$ cat config.mk
export PLATFORM = sky130hd
export DESIGN_NAME = note_track_sequencer
export DESIGN_NICKNAME = d
export VERILOG_FILES = /design/src/rtl/note_seq_pkg.sv /design/src/rtl/note_ram_arb.sv /design/src/rtl/note_track_sequencer.sv
export SDC_FILE = /design/constraint.sdc
export NUM_CORES = 1
export LEC_CHECK = 0
export CAP_MARGIN = 20
export CORE_ASPECT_RATIO = 2
export CORE_MARGIN = 3
export CORE_UTILIZATION = 35
export DETAILED_ROUTE_END_ITERATION = 7
export PLACE_DENSITY_LB_ADDON = 0.15
export SYNTH_ARGS = -nofsm -noshare
export SYNTH_HDL_FRONTEND = slang
export SYNTH_SLANG_ARGS = --single-unit
$ cat constraint.sdc
create_clock -name clk -period 5.2 [get_ports clk]
set_clock_uncertainty 0.2 [all_clocks]
set_input_delay 1.04 -clock clk [delete_from_list [all_inputs] [get_ports clk]]
set_output_delay 1.04 -clock clk [all_outputs]
set_load 0.01 [all_outputs]
$ cat src/rtl/note_seq_pkg.sv
`default_nettype none
// ============================================================================
//  Module      : note_seq_pkg
//  Description : Shared types and constants for the note track sequencer.
//                Holds the sequencer state encoding, default geometry of the
//                note RAM and a depth helper.
//  Revision    : 1.0  initial release
// ============================================================================
package note_seq_pkg;

    // Sequencer state; the encoding is visible on state_o
    typedef enum logic [1:0] {
        ST_IDLE = 2'd0,
        ST_REC  = 2'd1,
        ST_PLAY = 2'd2
    } state_t;

    localparam int DEF_ADDR_W = 6;
    localparam int DEF_NOTE_W = 32;

    // Number of words addressable with an aw-bit address
    function automatic int f_depth(input int aw);
        return 1 << aw;
    endfunction

    localparam int MAX_DEPTH = f_depth(DEF_ADDR_W);

endpackage : note_seq_pkg
`default_nettype wire

$ cat src/rtl/note_ram_arb.sv
`default_nettype none
// ============================================================================
//  Module      : note_ram_arb
//  Description : Single-port note RAM arbiter. The sequencer has fixed
//                priority in its tick-access cycle; the display reader gets
//                the port in every other cycle it requests it. Granted
//                display reads return one cycle later (RAM latency).
//  Ports       : clk/resetn      clock, synchronous active-low reset
//                i_seq_*         sequencer access request, address, write
//                i_disp_req/addr display read request
//                o_disp_*        grant, data-valid pulse and read data
//                o_ram_* / i_ram_q  RAM port
//  Revision    : 1.0  initial release
// ============================================================================
module note_ram_arb
    import note_seq_pkg::*;
#(
    parameter int ADDR_W = DEF_ADDR_W,
    parameter int NOTE_W = DEF_NOTE_W
) (
    input  logic              clk,
    input  logic              resetn,
    input  logic              i_seq_access,
    input  logic              i_seq_wren,
    input  logic [ADDR_W-1:0] i_seq_addr,
    input  logic [NOTE_W-1:0] i_seq_wdata,
    input  logic              i_disp_req,
    input  logic [ADDR_W-1:0] i_disp_addr,
    output logic              o_disp_gnt,
    output logic              o_disp_valid,
    output logic [NOTE_W-1:0] o_disp_data,
    output logic [ADDR_W-1:0] o_ram_addr,
    output logic              o_ram_wren,
    output logic [NOTE_W-1:0] o_ram_wdata,
    input  logic [NOTE_W-1:0] i_ram_q
);

    logic w_gnt;
    logic r_disp_valid;

    assign w_gnt = i_disp_req & ~i_seq_access;

    // When nobody owns the port the address rests on the sequencer pointer
    assign o_ram_addr  = w_gnt ? i_disp_addr : i_seq_addr;
    assign o_ram_wren  = i_seq_access & i_seq_wren;
    assign o_ram_wdata = o_ram_wren ? i_seq_wdata : '0;

    always_ff @(posedge clk) begin
        if (!resetn) begin
            r_disp_valid <= 1'b0;
        end else begin
            r_disp_valid <= w_gnt;
        end
    end

    assign o_disp_gnt   = w_gnt;
    assign o_disp_valid = r_disp_valid;
    assign o_disp_data  = i_ram_q;

endmodule : note_ram_arb
`default_nettype wire

$ cat src/rtl/note_track_sequencer.sv
`default_nettype none
// ============================================================================
//  Module      : note_track_sequencer
//  Description : Record/playback sequencer for the single-port note RAM.
//                One RAM access per tempo tick; owns the pointer, the
//                recorded track length and the write enable. Idle RAM
//                cycles are lent to the display reader via note_ram_arb.
//  Ports       : clk, resetn (sync, active-low); tick; cmd_record/play/stop;
//                loop_en; note_in; disp_req/addr -> disp_gnt/valid/data;
//                ram_addr/wren/wdata, ram_q; note_out/note_valid; cur_addr;
//                track_len; state_o; overflow; loop_cnt (optional).
//  Options     : NOTE_SEQ_LOOP_COUNT_EN adds loop_cnt[7:0], the number of
//                playback wraps since the last accepted cmd_play (saturating).
//  Revision    : 1.0  initial release
// ============================================================================
module note_track_sequencer
    import note_seq_pkg::*;
#(
    parameter int ADDR_W = DEF_ADDR_W,
    parameter int NOTE_W = DEF_NOTE_W
) (
    input  logic              clk,
    input  logic              resetn,
    input  logic              tick,
    input  logic              cmd_record,
    input  logic              cmd_play,
    input  logic              cmd_stop,
    input  logic              loop_en,
    input  logic [NOTE_W-1:0] note_in,
    input  logic              disp_req,
    input  logic [ADDR_W-1:0] disp_addr,
    output logic              disp_gnt,
    output logic              disp_valid,
    output logic [NOTE_W-1:0] disp_data,
    output logic [ADDR_W-1:0] ram_addr,
    output logic              ram_wren,
    output logic [NOTE_W-1:0] ram_wdata,
    input  logic [NOTE_W-1:0] ram_q,
    output logic [NOTE_W-1:0] note_out,
    output logic              note_valid,
    output logic [ADDR_W-1:0] cur_addr,
    output logic [ADDR_W:0]   track_len,
    output logic [1:0]        state_o,
    output logic              overflow
`ifdef NOTE_SEQ_LOOP_COUNT_EN
    ,
    output logic [7:0]        loop_cnt
`endif
);

    localparam int              C_DEPTH_I = f_depth(ADDR_W);
    localparam logic [ADDR_W:0] C_DEPTH   = C_DEPTH_I[ADDR_W:0];
    localparam logic [ADDR_W-1:0] C_LAST  = {ADDR_W{1'b1}};

    state_t            r_state;
    logic [ADDR_W-1:0] r_ptr;
    logic [ADDR_W:0]   r_track_len;
    logic              r_overflow;
    logic [NOTE_W-1:0] r_note_out;
    logic              r_note_valid;
    logic              r_rd_pending;   // read issued last cycle, ram_q valid now
    logic              r_end_pending;  // final non-looping read in flight
`ifdef NOTE_SEQ_LOOP_COUNT_EN
    logic [7:0]        r_loop_cnt;
`endif

    logic w_rec_access;
    logic w_play_access;
    logic w_seq_access;
    logic w_at_end;

    // Stop beats a coincident tick; once the last note is in flight further
    // ticks are ignored until the return to IDLE.
    assign w_rec_access  = (r_state == ST_REC)  & tick & ~cmd_stop;
    assign w_play_access = (r_state == ST_PLAY) & tick & ~cmd_stop & ~r_end_pending;
    assign w_seq_access  = w_rec_access | w_play_access;
    assign w_at_end      = ({1'b0, r_ptr} == (r_track_len - 1'b1));

    always_ff @(posedge clk) begin
        if (!resetn) begin
            r_state       <= ST_IDLE;
            r_ptr         <= '0;
            r_track_len   <= '0;
            r_overflow    <= 1'b0;
            r_note_out    <= '0;
            r_note_valid  <= 1'b0;
            r_rd_pending  <= 1'b0;
            r_end_pending <= 1'b0;
`ifdef NOTE_SEQ_LOOP_COUNT_EN
            r_loop_cnt    <= '0;
`endif
        end else begin
            r_note_valid <= 1'b0;
            r_rd_pending <= 1'b0;
            case (r_state)
                ST_IDLE: begin
                    // cmd_stop has top priority and masks the others
                    if (!cmd_stop) begin
                        if (cmd_record) begin
                            r_state     <= ST_REC;
                            r_ptr       <= '0;
                            r_overflow  <= 1'b0;
                            r_track_len <= '0;
                        end else if (cmd_play && (r_track_len != '0)) begin
                            r_state       <= ST_PLAY;
                            r_ptr         <= '0;
                            r_end_pending <= 1'b0;
`ifdef NOTE_SEQ_LOOP_COUNT_EN
                            r_loop_cnt    <= '0;
`endif
                        end
                    end
                end

                ST_REC: begin
                    if (cmd_stop) begin
                        r_state     <= ST_IDLE;
                        r_track_len <= {1'b0, r_ptr};
                    end else if (w_rec_access) begin
                        if (r_ptr == C_LAST) begin
                            r_state     <= ST_IDLE;
                            r_track_len <= C_DEPTH;
                            r_overflow  <= 1'b1;
                            r_ptr       <= '0;
                        end else begin
                            r_ptr <= r_ptr + 1'b1;
                        end
                    end
                end

                ST_PLAY: begin
                    if (cmd_stop) begin
                        // Drop any in-flight read; its note_valid never appears
                        r_state       <= ST_IDLE;
                        r_note_out    <= '0;
                        r_end_pending <= 1'b0;
                    end else begin
                        if (r_rd_pending) begin
                            r_note_out   <= ram_q;
                            r_note_valid <= 1'b1;
                        end
                        // Last note has been presented for a cycle: finish
                        if (r_note_valid && r_end_pending) begin
                            r_state       <= ST_IDLE;
                            r_note_out    <= '0;
                            r_end_pending <= 1'b0;
                            r_ptr         <= '0;
                        end else if (w_play_access) begin
                            r_rd_pending <= 1'b1;
                            if (w_at_end) begin
                                if (loop_en) begin
                                    r_ptr <= '0;
`ifdef NOTE_SEQ_LOOP_COUNT_EN
                                    if (r_loop_cnt != 8'hFF) begin
                                        r_loop_cnt <= r_loop_cnt + 8'd1;
                                    end
`endif
                                end else begin
                                    r_end_pending <= 1'b1;
                                end
                            end else begin
                                r_ptr <= r_ptr + 1'b1;
                            end
                        end
                    end
                end

                default: begin
                    r_state <= ST_IDLE;
                end
            endcase
        end
    end

    note_ram_arb #(
        .ADDR_W (ADDR_W),
        .NOTE_W (NOTE_W)
    ) u_arb (
        .clk          (clk),
        .resetn       (resetn),
        .i_seq_access (w_seq_access),
        .i_seq_wren   (w_rec_access),
        .i_seq_addr   (r_ptr),
        .i_seq_wdata  (note_in),
        .i_disp_req   (disp_req),
        .i_disp_addr  (disp_addr),
        .o_disp_gnt   (disp_gnt),
        .o_disp_valid (disp_valid),
        .o_disp_data  (disp_data),
        .o_ram_addr   (ram_addr),
        .o_ram_wren   (ram_wren),
        .o_ram_wdata  (ram_wdata),
        .i_ram_q      (ram_q)
    );

    assign note_out   = r_note_out;
    assign note_valid = r_note_valid;
    assign cur_addr   = r_ptr;
    assign track_len  = r_track_len;
    assign state_o    = r_state;
    assign overflow   = r_overflow;
`ifdef NOTE_SEQ_LOOP_COUNT_EN
    assign loop_cnt   = r_loop_cnt;
`endif

endmodule : note_track_sequencer
`default_nettype wire
# Yosys cells after proc, flatten, opt, wreduce, memory -nomap -nowiden
# Index checks and enable logic that the tools add are counted.
[totals]
memories = 0
latch_bits = 0
reg_bits = 52
romBits = 0
ram_bits = 0
elab_cells = 110
out_inout_bits = 122
[op_classes]
shift = 0
reduce_logical = 16
bitwise_logic = 13
n_mul = 0
order_cmp = 0
add_sub_neg = 2
eq_ne = 21
div = 0
mux = 49
[ops]
columns = ["op", "count"]
rows = [
  ["2-to-1 mux 32 bit", 4],
  ["2-to-1 mux 6 bit", 12],
  ["2-to-1 mux 7 bit", 5],
  ["one-hot mux 6 bit (3 select lines)", 1],
  ["2-to-1 mux 2 bit", 8],
  ["!= test 4 x 3 -> 1 bit, second input constant", 4],
  ["2-to-1 mux 1 bit", 15],
  ["one-hot mux 7 bit (2 select lines)", 1],
  ["!= test 2 bit, second input constant", 6],
  ["!= test 3 x 2 -> 1 bit, second input constant", 4],
  ["AND reduction 5 bit", 2],
  ["AND reduction 8 bit", 1],
  ["AND 1 bit", 7],
  ["== test 6 x 7 -> 1 bit", 1],
  ["AND reduction 7 bit", 1],
  ["nonzero test 7 bit", 1],
  ["subtractor 7 x 1 -> 7 bit, second input constant", 1],
  ["adder 6 x 1 -> 6 bit, second input constant", 1],
  ["== test 6 bit, second input constant", 1],
  ["one-hot mux 2 bit (3 select lines)", 1],
  ["AND reduction 6 bit", 1],
  ["nonzero test 3 bit", 2],
  ["NOT 1 bit", 5],
  ["!= test 2 x 1 -> 1 bit, second input constant", 2],
  ["11 further kinds", 14],
]

# Logic depth before layout (Yosys ltp)
# Gate-level depths: netlist (run 1).
[logic_depth]
depth_word = 8
mapped_depth = 9
mapped_depth_nobuf = 9

# By module
# A second synthesis (run 1) with hierarchy kept.
[unflattened]
cells_unflattened = 348
hier_area_um2 = 2995.4
[by_module_without_submodules]
columns = ["module", "instances", "area_per_inst_um2", "cells_each", "seq_area_each_um2"]
rows = [
  ["note_track_sequencer", 1, 2376.0, 265, 1021.0],
  ["note_ram_arb", 1, 619.3, 83, 20.0],
]

# Worst setup path before layout (run 1)
# OpenSTA, ideal clock, no wires.
[synth_path]
kind = "input to output"
start = "in cmd_stop"
end = "out ram_addr[0]"
n_path_buf = 1
path_stages = 6
t_arrival_ns = 2.146
setup_slack_ns = 1.814
cell_sequence = "clkbuf_1 > nor3_1 > nand3b_1 > inv_1 > nand2_1 > nand2_1"
[synth_between]
elab_chain_len = 7
word_cells_on_any_way = 8
cone_classes = "mux (1); bitwise (7)"
[synth_rtl]
columns = ["element", "line", "text"]
rows = [
  ["start, declared", "note_track_sequencer.sv:27", "input logic cmd_stop,"],
  ["NOT 1 bit *", "note_track_sequencer.sv:74, note_track_sequencer.sv:75", ""],
  ["AND 1 bit (2 in series)", "note_track_sequencer.sv:75", "assign w_play_access = (r_state == ST_PLAY) & tick & ~cmd_stop & ~r_end_pending;"],
  ["OR 1 bit *", "note_track_sequencer.sv:76", "assign w_seq_access = w_rec_access | w_play_access;"],
  ["NOT 1 bit *", "note_ram_arb.sv:41", "assign w_gnt = i_disp_req & ~i_seq_access;"],
  ["AND 1 bit *", "note_ram_arb.sv:41", ""],
  ["net disp_gnt", "note_track_sequencer.sv:32", "output logic disp_gnt,"],
  ["2-to-1 mux 6 bit *", "note_ram_arb.sv:44", "assign o_ram_addr = w_gnt ? i_disp_addr : i_seq_addr;"],
  ["end, declared", "note_track_sequencer.sv:35", "output logic [ADDR_W-1:0] ram_addr,"],
]
# Mark *: on every way through the listed nets, which the timed path passes. The rest lies on a longest branch.

# Final worst setup path (run 1)
[layout_path]
start = "in cmd_stop"
end = "out ram_addr[3]"
[layout_between]
elab_chain_len = 7
word_cells_on_any_way = 8
cone_classes = "mux (1); bitwise (7)"
[layout_rtl]
columns = ["element", "line"]
rows = [
  ["NOT 1 bit *", "note_track_sequencer.sv:74, note_track_sequencer.sv:75"],
  ["AND 1 bit (2 in series)", "note_track_sequencer.sv:75"],
  ["OR 1 bit *", "note_track_sequencer.sv:76"],
  ["NOT 1 bit *", "note_ram_arb.sv:41"],
  ["AND 1 bit *", "note_ram_arb.sv:41"],
  ["2-to-1 mux 6 bit *", "note_ram_arb.sv:44"],
]
# Mark *: on every way between the ends. The rest lies on a longest branch, timed or not.

==> impl_metrics.toml, run 1 <==
[cells_and_area]
drive_above_1_share_pct = 5.52
area_delta_synth_final_pct = 68.3
finalNetCount = 593
antennaDiodeCount = 0
fillers = 724
postLayoutCoreUtil_pct = 61.3

[worst_setup_path]
path_class = "in2out"
crit_required_ns = 3.96
cp.arrival_ns = 3.17
rr_endpoint = "track_len[6]"
crit_path_start_kind = "input port"
rr_startpoint = "cur_addr[1]"
r2r_slack_ns = 2.32
worstRegToRegCells = 8
critical_path.endpoint_type = "output port"
path_max_fanout = 8

[placement]
dpl_worst_slack_ns = 0.756
place_congestion = 0.817
port_buffers = 199
dpl.hpwl_mm = 7.50

[power]
finalPower_mw = 0.991
pwr-share-comb_pct = 22.6
p_seq_share_pct = 41.2
ir_worst_vdd_v = 0.000144
switchingPower_mw = 0.239
cellPowerDensity_nw_per_um2 = 202
sw_frac_of_total_pct = 24.2
leakage_nw = 1.79
clkPwrFrac_pct = 36.3
p_int_mw = 0.751

[sta]
tns_ns = 0
tightest_slew_ns = 0.858
rsz0062_at_grt = "false"
relSlewSlack_pct = 42.7
finalCriticalPeriod_ns = 4.41
setup_violations = 0
drv_slew = 0
hold_viol = 0
fmax_ghz = 0.227
timing.final.crit_share_pct = 84.8
fin_ws_ns = 0.792

[synth]
ys.flop_type = "dfxtp_1"
syn_inst = 350
ys_warn_count = 0
synth_cell_type_count = 53
ys_seq_elements = 52
syn_area_um2 = 2910
synth_top_cell_by_area = "dfxtp_1"
syn_avg_cell_area_um2 = 8.33
synth_area_leaders = "dfxtp_1, buf_4, and2_1"
synth_edf_count = 0
ys_async_sr_fraction_pct = 0
yosysTopAreaCellShare_pct = 35.7
ys_seq_area_share_pct = 35.7
synth_fp_nets = 435

[worst_hold_path]
holdPathEnd = "note_out[29]"
hp-start = "note_out[29]"
whs_path_depth = 2
hp-class = "reg2reg"

[status]
outcome = "completed"

[detailed_routing]
dr.first_iter.drc_count = 91
dr.pass1.iters = 4
via_per_inst = 4.97
ant_nets = 0
vias = 2994
wl_per_cell_um = 15.5
routed_wl_mm = 9.37
drc = 0

[global_routing]
grt_pass1_wl_mm = 14.8
antenna_found_initial = 0
grt_start_max_net_pins = 34
grt_pass1_vias = 3014
overflow = 0
track_usage_pct = 19.3

[die]
pin_count = 200
die_h_um = 135
coreArea_um2 = 8000
initial_utilization_pct = 36.4
die_area_um2 = 9520
die_w_um = 70.5
rows = 46

[run]
drv_cap = 0

[clock_network]
cts_hold_buf = 0
clk_path_buf_depth = 2
clock_latency_ns = 0.29
numCtsBuffers = 5
clock-sinks = 52
htreeDepth = 2
cts_setup_buffers = 0
cts_tree = "done"
cts_resized = 0
cts_root_buffer = "clkbuf_16"
cts.clk_slew.worst_paths_ns = 0.06
[area by class of cell]
cell class,instances,area [um2],area share (%)
Sequential cell,52,1040,21.2
Inverter,10,37.5,0.765
Multi-Input combinational cell,235,1520,31.0
Timing Repair Buffer,204,2030,41.4
Clock inverter,1,30.0,0.612
Tap cell,96,120,2.45
Clock buffer,5,125,2.55
[worst max-delay path, stage by stage]
cell and delay (ns):
clkdlybuf4s50_1 0.62, nor2_1 0.09, nand3b_1 0.17, nand3b_1 0.30, inv_1 0.28, nand2_1 0.09
nand2_1 0.06, clkdlybuf4s50_1 0.53
[layout by cell type (no fill, tap or decap), types with 2 or more instances in the layout]
cell type,Yosys,layout
clkdlybuf4s50_1,0,199
dfxtp_1,52,52
nand2_1,43,43
and2_1,34,34
a21oi_1,22,22
a22o_1,20,20
nand3_1,19,19
nor2_1,12,12
inv_1,9,9
nand2b_1,9,9
xnor2_1,7,7
ha_1,7,7
nand4_1,6,6
clkbuf_16,0,5
buf_4,32,5
o21ai_0,4,4
mux2i_1,4,4
o22ai_1,4,4
nand3b_1,3,3
o22a_1,3,3
nor3_2,1,2
o21a_1,2,2
or2_2,2,2
nor2b_1,2,2
nor3_1,3,2
o31ai_1,2,2
[registers in the layout (all words and copies together) (netlist names)]
register,flops
cur_addr,6
note_out,32
note_valid,1
overflow,1
r_end_pending,1
r_rd_pending,1
state_o,2
track_len,7
u_arb.o_disp_valid,1
[cell usage after synthesis (all sizes together) (3+ instances only)]
cell type / count
ha: 7
xnor2: 7
nor2: 12
a21oi: 23
nand4: 7
o22ai: 4
nand2b: 9
nand2: 44
o21ai: 6
dfxtp: 52
buf: 33
nand3: 19
inv: 10
and2: 35
nand3b: 3
mux2i: 4
o22a: 3
clkbuf: 20
nor3: 4
a22o: 20
[through the flow]
stage,instance area (um2),hold WS (ns),instances
after floorplan,2910,0.276,350
after global placement,4740,0.238,596
after detailed placement,4750,0.244,597
after CTS,4900,0.253,603
after global routing,4900,0.274,603
final,4900,0.249,603
[logic make-up (layout without fill, tap and decap cells)]
group	Yosys count	count (layout)	synth area share, %
XOR/XNOR	8	8	2.40
adder cells (fa/ha/maj)	7	7	3.01
buffers and inverters	63	220	12.2
AND/OR/NAND/NOR	145	145	26.6
multiplexers	5	5	1.76
AO/OA/AOI/OAI	70	70	18.3
flip-flops	52	52	35.7
[power groups by stage]
stage	sequential [mW]	clock, mW	combinational, mW
after floorplan	0.418	0	0.107
after global placement	0.417	0	0.222
after detailed placement	0.417	0	0.224
after CTS	0.408	0.369	0.226
after global routing	0.408	0.384	0.243
final	0.408	0.359	0.224
[per-layer routing]
layer | track usage, % | vias up | routed length, um
met5 | 0 | - | 0
met4 | 5.44 | 0 | 109
met1 | 19.1 | 1399 | 3310
met3 | 3.73 | 7 | 471
li1 | - | 1478 | -
met2 | 39.0 | 110 | 5480
[how the worst max path moves through the flow]
stage | start | end | slack, ns | depth (start not counted)
final | cmd_stop | ram_addr[3] | 0.79 | 8
after global placement | cmd_stop | ram_addr[4] | 0.82 | 8
after CTS | cmd_stop | ram_addr[3] | 0.75 | 8
after detailed placement | cmd_stop | ram_addr[3] | 0.76 | 8
after global routing | cmd_stop | ram_addr[2] | 0.58 | 8
after floorplan | cmd_stop | ram_addr[0] | 1.81 | 6
Power figures use the tool's default switching activity.
==> run 2: changes to the inputs <==
==> constraint.sdc (replaced) <==
create_clock -name clk -period 4.6 [get_ports clk]
set_clock_uncertainty 0.2 [all_clocks]
set_input_delay 0.92 -clock clk [delete_from_list [all_inputs] [get_ports clk]]
set_output_delay 0.92 -clock clk [all_outputs]
set_load 0.01 [all_outputs]
==> run 2 against run 1 <==
  * Count of clock-buffer cells in the layout increased by 2
  * Critical path type unchanged
  * Register-to-register slack got worse by 0.56 ns
  * Global-route usage increased by 0.079 points
==> impl_metrics.toml, run 2 (same netlist as run 1, synthesis figures left out) <==
[power]
finalPower_mw = 1.09
cellPowerDensity_nw_per_um2 = 223
ir_worst_vdd_v = 0.000158
leakage_nw = 1.79

[worst_setup_path]
crit_path_start_kind = "input port"
path_class = "in2out"
path_max_fanout = 8
crit_required_ns = 3.48
worstRegToRegCells = 8
critical_path.endpoint_type = "output port"
cp.arrival_ns = 3.01

[placement]
dpl_worst_slack_ns = 0.442
placed_area_um2 = 4760
port_buffers = 199
place_congestion = 0.797
dpl.hpwl_mm = 7.55

[clock_network]
cts_setup_buffers = 0
cts_hold_buf = 0
cts.clk_slew.worst_paths_ns = 0.06
cts_tree = "done"
htreeDepth = 2
clock-sinks = 52
clock_latency_ns = 0.29
numCtsBuffers = 5
cts_root_buffer = "clkbuf_16"
cts_resized = 0
clk_path_buf_depth = 2

[sta]
setup_violations = 0
relSlewSlack_pct = 43.9
rsz0062_at_grt = "false"
finalCriticalPeriod_ns = 4.13
tightest_slew_ns = 0.840
drv_slew = 0
timing.final.crit_share_pct = 89.8
hold_viol = 0
tns_ns = 0
fin_ws_ns = 0.467
fmax_ghz = 0.242

[worst_hold_path]
hp-class = "reg2reg"
whs_path_depth = 2

[cells_and_area]
most-common-layout-cells = "clkdlybuf4s50_1, dfxtp_1, nand2_1"
final_common_cell = "clkdlybuf4s50_1"
fillers = 721
antennaDiodeCount = 0
largest_reg_flops = 32
regArea_um2 = 1040
drive_above_1_share_pct = 5.88
multi_input_area_um2 = 1520
area_delta_synth_final_pct = 68.4
postLayoutCoreUtil_pct = 61.3
design_area_um2 = 4910
finalNetCount = 594

[global_routing]
antenna_found_initial = 0
grt_pass1_vias = 3015
grt_start_max_net_pins = 34
gr-usage-met2_pct = 38.6
met1_usage_pct = 19.3
grt_pass1_wl_mm = 14.9
gr-usage-met3_pct = 4.55
grt_most_used_layer = "met2"
track_usage_pct = 19.4
overflow = 0

[die]
die_h_um = 135
die_area_um2 = 9520
initial_utilization_pct = 36.4
pin_count = 200
coreArea_um2 = 8000
rows = 46
die_w_um = 70.5

[detailed_routing]
drc = 0
wl_per_cell_um = 15.4
vias = 3040
routed_wl_mm = 9.34
ant_nets = 0
dr.pass1.iters = 4
dr.first_iter.drc_count = 75
via_per_inst = 5.02

[status]
outcome = "completed"

[run]
drv_cap = 0
==> run 2: final timing paths <==
kind	startpoint	to	slack [ns]
setup / recovery	cmd_stop	ram_addr[0]	0.47
hold / removal	note_out[21]	note_out[21]	0.25
setup reg to reg	cur_addr[0]	track_len[6]	1.76
hold reg to reg	note_out[21]	note_out[21]	0.25
==> run 2: final cells by class <==
| cell class | instances | share of cell area [%] |
|---|---|---|
| tap | 96 | 2.45 |
| timing repair buffer | 205 | 41.5 |
| multi-input combinational | 235 | 31.0 |
| inverter | 10 | 0.765 |
| clock buffer | 7 | 2.91 |
| clock inverter | 1 | 0.153 |
| sequential | 52 | 21.2 |
==> run 2: power breakdown <==
part	total, mW	leakage [nW]	internal [mW]	switching (mW)
clock network	0.378	0.0701	0.217	0.161
registers	0.461	0.419	0.456	0.00513
logic	0.254	1.30	0.144	0.110
total	1.09	1.79	0.816	0.276
==> run 2: critical path, stage by stage <==
cell and delay [ns]:
clkdlybuf4s50_1 0.59, nor2_1 0.08, nand3b_1 0.17, nand3b_1 0.30, inv_1 0.27, nand2_1 0.08, nand2_1 0.06, clkdlybuf4s50_1 0.54
==> run 2: per-layer routing <==
layer | part of all wire, % | up-vias
met1 | 34 | 1428
met5 | 0 | -
met3 | 6.1 | 11
li1 | - | 1481
met2 | 58 | 120
met4 | 1.8 | 0
==> run 2: through the flow <==
stage	cells	hold WS, ns
floorplan	350	0.276
global placement	597	0.238
detailed placement	598	0.245
CTS	606	0.254
global route	606	0.279
finish	606	0.250
==> run 3: changes to the inputs <==
--- a/config.mk
+++ b/config.mk
@@ -6,11 +6,11 @@
 export NUM_CORES = 1
 export LEC_CHECK = 0
 export CAP_MARGIN = 20
-export CORE_ASPECT_RATIO = 2
 export CORE_MARGIN = 3
 export CORE_UTILIZATION = 35
 export DETAILED_ROUTE_END_ITERATION = 7
 export PLACE_DENSITY_LB_ADDON = 0.15
 export SYNTH_ARGS = -nofsm -noshare
 export SYNTH_HDL_FRONTEND = slang
+export SYNTH_HIERARCHICAL = 1
 export SYNTH_SLANG_ARGS = --single-unit
==> run 3 against run 2 <==
  * Critical endpoint is now ram_wdata[31]
  * Final cell count rose by 0.50%
  * Count of clock-buffer cells in the layout shrank 1
  * Highest routed layer unchanged
  * Maximum frequency up 3.6%
==> impl_metrics.toml, run 3 <==
[status]
outcome = "completed"

[detailed_routing]
dr.first_iter.drc_count = 87
vias = 3092
dr.pass1.iters = 4
via_per_inst = 5.08
routed_wl_mm = 9.30
ant_nets = 0
drc = 0
wl_per_cell_um = 15.3

[die]
pin_count = 200
coreArea_um2 = 8260
rows = 33
initial_utilization_pct = 36.3
die_w_um = 98.5
die_h_um = 98.5
die_area_um2 = 9700

[worst_setup_path]
critPathMaxStageDelay_ns = 0.54
critical_path.cell_chain = "clkdlybuf4s50_1 > nand2b_4 > nor2_1 > buf_4 > and3_2 > clkdlybuf4s50_1"
crit_required_ns = 3.48
crit_path_start_kind = "input port"
cp.arrival_ns = 2.87
critical_path.endpoint_type = "output port"
slowest_stage = "clkdlybuf4s50_1"
path_max_fanout = 33
path_class = "in2out"
cpMostUsedCell = "clkdlybuf4s50_1"

[clock_network]
clock_latency_ns = 0.30
cts_root_buffer = "clkbuf_8"
clk_path_buf_depth = 2
cts_tree = "done"
clock-sinks = 52
cts.clk_slew.worst_paths_ns = 0.10
numCtsBuffers = 5
htreeDepth = 2
cts_hold_buf = 0
cts_resized = 0
cts_setup_buffers = 0

[placement]
dpl.hpwl_mm = 7.34
place_inst = 601
placed_area_um2 = 4810
place_congestion = 0.838
port_buffers = 199

[global_routing]
overflow = 0
grt_pass1_vias = 3047
track_usage_pct = 18.4
antenna_found_initial = 0
grt_start_max_net_pins = 34
grt_pass1_wl_mm = 15.0

[sta]
relSlewSlack_pct = 44.0
hold_viol = 0
tightest_slew_ns = 0.840
setup_violations = 0
fmax_ghz = 0.251
timing.final.crit_share_pct = 86.7
rsz0062_at_grt = "false"
drv_slew = 0
finalCriticalPeriod_ns = 3.99
tns_ns = 0

[synth]
synth_top_cell_by_area = "dfxtp_1"
syn_area_um2 = 3000
syn_inst = 348
synth_fp_nets = 433
ys_seq_area_share_pct = 34.8
syn_avg_cell_area_um2 = 8.61
ys_async_sr_fraction_pct = 0
synth_commonest_cells = "dfxtp_1, buf_4, and3_1"
ys_seq_elements = 52
ys.flop_type = "dfxtp_1"
synth_cell_type_count = 53
synth_area_leaders = "dfxtp_1, buf_4, a22o_1"
synth_edf_count = 0
ys_warn_count = 6
yosysMostFrequentCell = "dfxtp_1"
yosysTopAreaCellShare_pct = 34.8

[cells_and_area]
final_cells = 609
design_area_um2 = 4900
final_common_cell = "clkdlybuf4s50_1"
postLayoutCoreUtil_pct = 59.3
regArea_um2 = 1040
area_delta_synth_final_pct = 63.6
most-common-layout-cells = "clkdlybuf4s50_1, dfxtp_1, and3_1"
fillers = 736
finalNetCount = 588
largest_reg_flops = 32
drive_above_1_share_pct = 6.94
multi_input_area_um2 = 1580
antennaDiodeCount = 0

[power]
ir_worst_vdd_v = 0.000127
finalPower_mw = 0.989
cellPowerDensity_nw_per_um2 = 202
leakage_nw = 1.90

[worst_hold_path]
hp-class = "reg2reg"

[run]
drv_cap = 0
run 3: cell count changes after synthesis, sizes merged, moves of 3 or more:
cell,before,now
a32oi,0,3
nand2b,9,5
o22ai,4,0
mux2,1,6
and2,35,5
nor2,12,15
o211ai,0,3
o22a,3,0
nand2,44,24
buf,33,37
a22o,20,25
and3,1,35
run 3: area by class of cell:
cell class,instances,share of cell area (%)
Sequential cell,52,21.2
Clock inverter,2,0.332
Multi-Input combinational cell,230,32.2
Timing Repair Buffer,203,41.3
Tap cell,105,2.68
Inverter,11,0.843
Clock buffer,6,1.48
run 3: layer usage:
layer | global-route usage [%] | up-vias | share of wire [%]
li1 | - | 1521 | -
met1 | 22.7 | 1438 | 42
met2 | 31.7 | 129 | 49
met3 | 6.02 | 4 | 8.3
met4 | 3.57 | 0 | 0.61
met5 | 0 | - | 0
run 3: final timing paths:
kind                              startpoint       endpoint  slack, ns  cells after the start
worst max-delay path                cmd_stop  ram_wdata[31]       0.61                      6
worst min-delay path            note_out[30]   note_out[30]       0.26                      2
worst max register to register  track_len[0]    cur_addr[5]       1.86                      8
worst min register to register  note_out[30]   note_out[30]       0.26                      2
run 3: kinds of logic after synthesis:
logic type               synth area share, %
XOR/XNOR                                2.01
multiplexers                            3.68
AO/OA/AOI/OAI                           19.7
flip-flops                              34.8
AND/OR/NAND/NOR                         24.3
buffers and inverters                   12.7
adder cells (fa/ha/maj)                 2.92
run 3: critical path: cells and delay by family:
family | cells | cell delay (ns)
buf+inv | 3 | 1.32
simple gates | 3 | 0.63
run 3: where the power goes:
group | internal [mW] | total, mW | switching, mW
clock | 0.109 | 0.265 | 0.156
sequential | 0.457 | 0.463 | 0.00618
combinational | 0.146 | 0.262 | 0.116
run 3: per-stage QoR:
step,worst slack (ns),hold slack [ns]
2_1_floorplan,1.40,0.276
3_3_place_gp,0.681,0.238
3_5_place_dp,0.637,0.244
4_1_cts,0.619,0.258
5_1_grt,0.545,0.277
6_report,0.612,0.259
